### config.mk
export PLATFORM = sky130hd
export DESIGN_NAME = led_fade_pwm
export DESIGN_NICKNAME = d
export VERILOG_FILES = /design/src/rtl/led_fade_pwm.sv
export SDC_FILE = /design/constraint.sdc
export NUM_CORES = 1
export LEC_CHECK = 0
export CORE_ASPECT_RATIO = 1.2
export CORE_MARGIN = 2
export CORE_UTILIZATION = 44
export DETAILED_ROUTE_END_ITERATION = 12
export DONT_BUFFER_PORTS = 1
export REMOVE_ABC_BUFFERS = 1
export SLEW_MARGIN = 5
export SYNTH_ARGS = -nofsm -noshare
export SYNTH_HDL_FRONTEND = slang
export SYNTH_SLANG_ARGS = --single-unit
### constraint.sdc
create_clock -name clk -period 4.82 [get_ports clk]
set_input_delay 0.964 -clock clk [delete_from_list [all_inputs] [get_ports clk]]
set_output_delay 0.964 -clock clk [all_outputs]
set_load 0.02 [all_outputs]
### src/rtl/led_fade_pwm.sv
// led_fade_pwm: six-channel PWM output stage that fades each active-low LED
// bit toward fully on or fully off instead of switching it hard.
// All channels share one duty-step timer and one 255-cycle PWM counter.

module led_fade_pwm #(
    parameter int unsigned STEP_DIV = 98039
) (
    input  logic       clk,
    input  logic       rstn,
    input  logic [5:0] led_i,
    input  logic       fade_en,
    output logic [5:0] led_o,
    output logic       busy
);

    localparam logic [23:0] STEP_LAST = 24'(STEP_DIV - 1);

    logic [5:0]      led_q;
    logic [23:0]     step_cnt;
    logic            step_tick;
    logic [7:0]      pwm_cnt;
    logic [5:0][7:0] duty;
    logic [5:0][7:0] target;

    // Lit input bit (0) asks for full brightness, dark bit for zero.
    always_comb begin
        target = '0;
        for (int n = 0; n < 6; n++) begin
            target[n] = led_q[n] ? 8'd0 : 8'd255;
        end
    end

    assign step_tick = (step_cnt == STEP_LAST);

    // Busy while any channel is still away from its target.
    always_comb begin
        busy = 1'b0;
        for (int n = 0; n < 6; n++) begin
            if (duty[n] != target[n]) busy = 1'b1;
        end
    end

    // Input register for the generator pattern.
    always_ff @(posedge clk or negedge rstn) begin
        if (!rstn) led_q <= 6'b111111;
        else       led_q <= led_i;
    end

    // Free-running duty-step timer; one tick per STEP_DIV cycles.
    always_ff @(posedge clk or negedge rstn) begin
        if (!rstn)          step_cnt <= '0;
        else if (step_tick) step_cnt <= '0;
        else                step_cnt <= step_cnt + 24'd1;
    end

    // Free-running PWM counter, 0..254, so duty 255 means always on.
    always_ff @(posedge clk or negedge rstn) begin
        if (!rstn)                  pwm_cnt <= '0;
        else if (pwm_cnt == 8'd254) pwm_cnt <= '0;
        else                        pwm_cnt <= pwm_cnt + 8'd1;
    end

    // Duty update: snap when fading is off, else one step per tick toward target.
    // Targets are only 0 or 255, so stepping toward them can never wrap.
    always_ff @(posedge clk or negedge rstn) begin
        if (!rstn) begin
            duty <= '0;
        end else begin
            for (int n = 0; n < 6; n++) begin
                if (!fade_en) begin
                    duty[n] <= target[n];
                end else if (step_tick) begin
                    if (duty[n] < target[n])      duty[n] <= duty[n] + 8'd1;
                    else if (duty[n] > target[n]) duty[n] <= duty[n] - 8'd1;
                end
            end
        end
    end

    // Registered active-low PWM drive.
    always_ff @(posedge clk or negedge rstn) begin
        if (!rstn) begin
            led_o <= 6'b111111;
        end else begin
            for (int n = 0; n < 6; n++) begin
                led_o[n] <= ~(pwm_cnt < duty[n]);
            end
        end
    end

endmodule

==> metrics.yaml <==
htree_levels: 3
arrival_ps: 4130
place_area_um2: 7934
synth-seq-area-share_pct: 30.02
grt_pass1_wl_mm: 28.14
viasPerCell: 5.521
finalHoldViolCount: 0
synth_top_cell_by_area: "dfrtp_1"
crit_path_end_kind: "flop"
dp_slack_ps: 938.2
worst_slack_ps: 953.3
min_path_type: "in2async"
reg2reg_from: "led_q[0]"
fin_skew_ps: 9.008
synth_flop_cell: "dfrtp_1"
yosysTopAreaCellShare_pct: 25.93
synth_area_leaders: "dfrtp_1 (26%), ha_1 (22%), a21oi_1 (5.9%)"
cp_common_cell: "ha_1"
grt_overflow: 0
tightestPinTransition_ps: 1164
io_buffer_count: 0
wl_mm: 16.19
p_per_area_nw_per_um2: 658.6
fin_area_um2: 8235
via_count: 5918
relSlewSlack_pct: 21.59
cp-start-kind: "flop"
grt_setup_unrepaired: "false"
track_usage_pct: 18.42
ir_drop_mv: 0.2299
drt-pass1-iter-count: 4
pin_count: 16
total_power_mw: 5.424
drc_errors: 0
cts_buffer_depth: 2
ys_warn_count: 0
finish.net_count: 998
post_drt_wl_per_cell_um: 15.10
setup-tns-final_ps: 0
drive_above_1_share_pct: 6.221
utilization_pct: 47.40
outcome: "finished clean"
yosysUniqueCellTypes: 56
path_cells: "inv_1 -> ha_1 -> and4b_1 -> a211oi_1 -> o21ai_0 -> ha_1 -> a21oi_1 -> o211ai_1 -> o41ai_1 -> xnor2_1 -> and4_2 -> a221oi_2"
cp_slowest_cell: "o21ai_0"
cts_num_sinks: 92
placementRows: 53
cp-startpoint: "led_q[0]"
core_area_um2: 17370
fp.dieH_um: 149.1
min_period_ps: 3867
synth-async-reset-ratio_pct: 100.0
yosys-top-cells-count: "ha_1 (136), a21oi_1 (91), nor2_1 (82), inv_1 (81), dfrtp_1 (80)"
clock.fmax_mhz: 258.6
dp.final_hpwl_mm: 11.59
final_max_slew_viol_count: 0
ant_nets: 0
syn_inst: 848
power_leakage_nw: 4.021
start_util_pct: 44.43
hold_buffers: 0
die_w_um: 124.9
area_growth_pct: 6.677
crit_type: "reg2reg"
cts-buffers-inserted: 9
grt_pass1_vias: 5902
gp_congestion: 0.7792
synthesis.area_um2: 7720
cp_max_fo: 11
synth-seq-cells: 92
die_area_um2: 18620
avgSynthCellArea_um2: 9.104
clkSlewWorstSetupHoldPaths_ps: 70
cts_tree: "built"
first_iter_violations: 250
synth-edff-count: 0
cp.required_ps: 5080
n_antenna_cell: 0
cts_root_buf: "clkbuf_16"
finalSetupViolations: 0
grt_max_degree: 93
yosysMostFrequentCell: "ha_1"
fin_crit_sh_pct: 80.22
antenna_found_initial: 0
post_cts_buffers: 0
max-cap-violations: 0
cp_slowest_stage_delay_ps: 890
cts_resized: 0
clk_latency_ps: 360
## final timing paths
path / end / slack, ps / cells past startpoint
worst min-delay path: duty[38] / 290 / 0
worst max register to register: duty[7] / 950 / 12
min in group clk: step_cnt[23] / 480 / 1
worst min register to register: step_cnt[23] / 480 / 1
worst max-delay path: duty[7] / 950 / 12
max in group asynchronous: led_o[2] / 4310 / 0
## cells by family (layout without fill, tap and decap cells)
| kind of cell | after synthesis | after routing | share of synthesized area (%) |
|---|---|---|---|
| flops | 92 | 92 | 30.02 |
| fa+ha+maj | 142 | 142 | 23.60 |
| xor+xnor | 57 | 57 | 6.467 |
| mux | 1 | 1 | 0.1297 |
| compound gates | 239 | 239 | 20.54 |
| buf+inv | 97 | 101 | 5.121 |
| simple gates | 220 | 220 | 14.13 |
## through the flow
stage,std cells,hold slack [ps]
final,1072,293.4
after global routing,1072,273.9
after CTS,1072,283.9
after detailed placement,1056,473.9
after global placement,1056,468.9
after floorplan,832,442.6
## per-layer routing
metal / part of all wire, % / global-route usage [%]
met5: 0 / 0
met2: 48 / 32.32
met4: 1.5 / 5.833
met3: 2.4 / 3.156
met1: 48 / 23.24
## layout by cell type (no fill, tap or decap), types with 6 or more instances in the layout
| cell | synthesis | final |
|---|---|---|
| clkbuf_16 | 0 | 9 |
| a21o_1 | 30 | 30 |
| nand4_1 | 19 | 19 |
| nand2b_1 | 6 | 6 |
| a211o_1 | 8 | 8 |
| xnor2_1 | 31 | 31 |
| nand3_1 | 28 | 28 |
| dfrtp_1 | 80 | 80 |
| dfstp_2 | 12 | 12 |
| and3_1 | 6 | 6 |
| a211oi_1 | 8 | 8 |
| o21ai_0 | 26 | 26 |
| ha_1 | 136 | 136 |
| inv_1 | 81 | 81 |
| o21a_1 | 12 | 12 |
| a31oi_1 | 10 | 10 |
| nor3_1 | 11 | 11 |
| nor2_1 | 82 | 82 |
| and4b_1 | 6 | 6 |
| o211ai_1 | 11 | 11 |
| fa_1 | 6 | 6 |
| xor2_1 | 26 | 26 |
| a21oi_2 | 9 | 9 |
| o41ai_1 | 6 | 6 |
| a21oi_1 | 91 | 91 |
| nand2_1 | 40 | 40 |
## registers in the layout, indices dropped and copies added (netlist names)
signal,cells
duty,48
step_cnt,24
pwm_cnt,8
led_o,6
led_q,6
## critical path, delay by kind of cell, from the launching register on
| family | cells | cell delay [ps] |
|---|---|---|
| XOR/XNOR | 1 | 150 |
| buffers and inverters | 1 | 70 |
| AO/OA/AOI/OAI | 6 | 1770 |
| AND/OR/NAND/NOR | 2 | 540 |
| flip-flops | 1 | 670 |
| adder cells (fa/ha/maj) | 2 | 590 |
## area by class of cell
class	instances	area (um2)
clock buffer	10	239.0
tap	220	275.3
clock inverter	6	62.56
sequential	92	2317
multi-input combinational	659	5007
fill	1680	9139
timing repair buffer	4	30.03
inverter	81	304.0
## power by group
group	leakage (nW)	internal [mW]	switching [mW]
logic	2.78	1.59	1.79
registers	1.09	0.995	0.306
clock network	0.153	0.417	0.327
total	4.02	3.00	2.42
No activity file was read; power rests on OpenSTA's default activity.
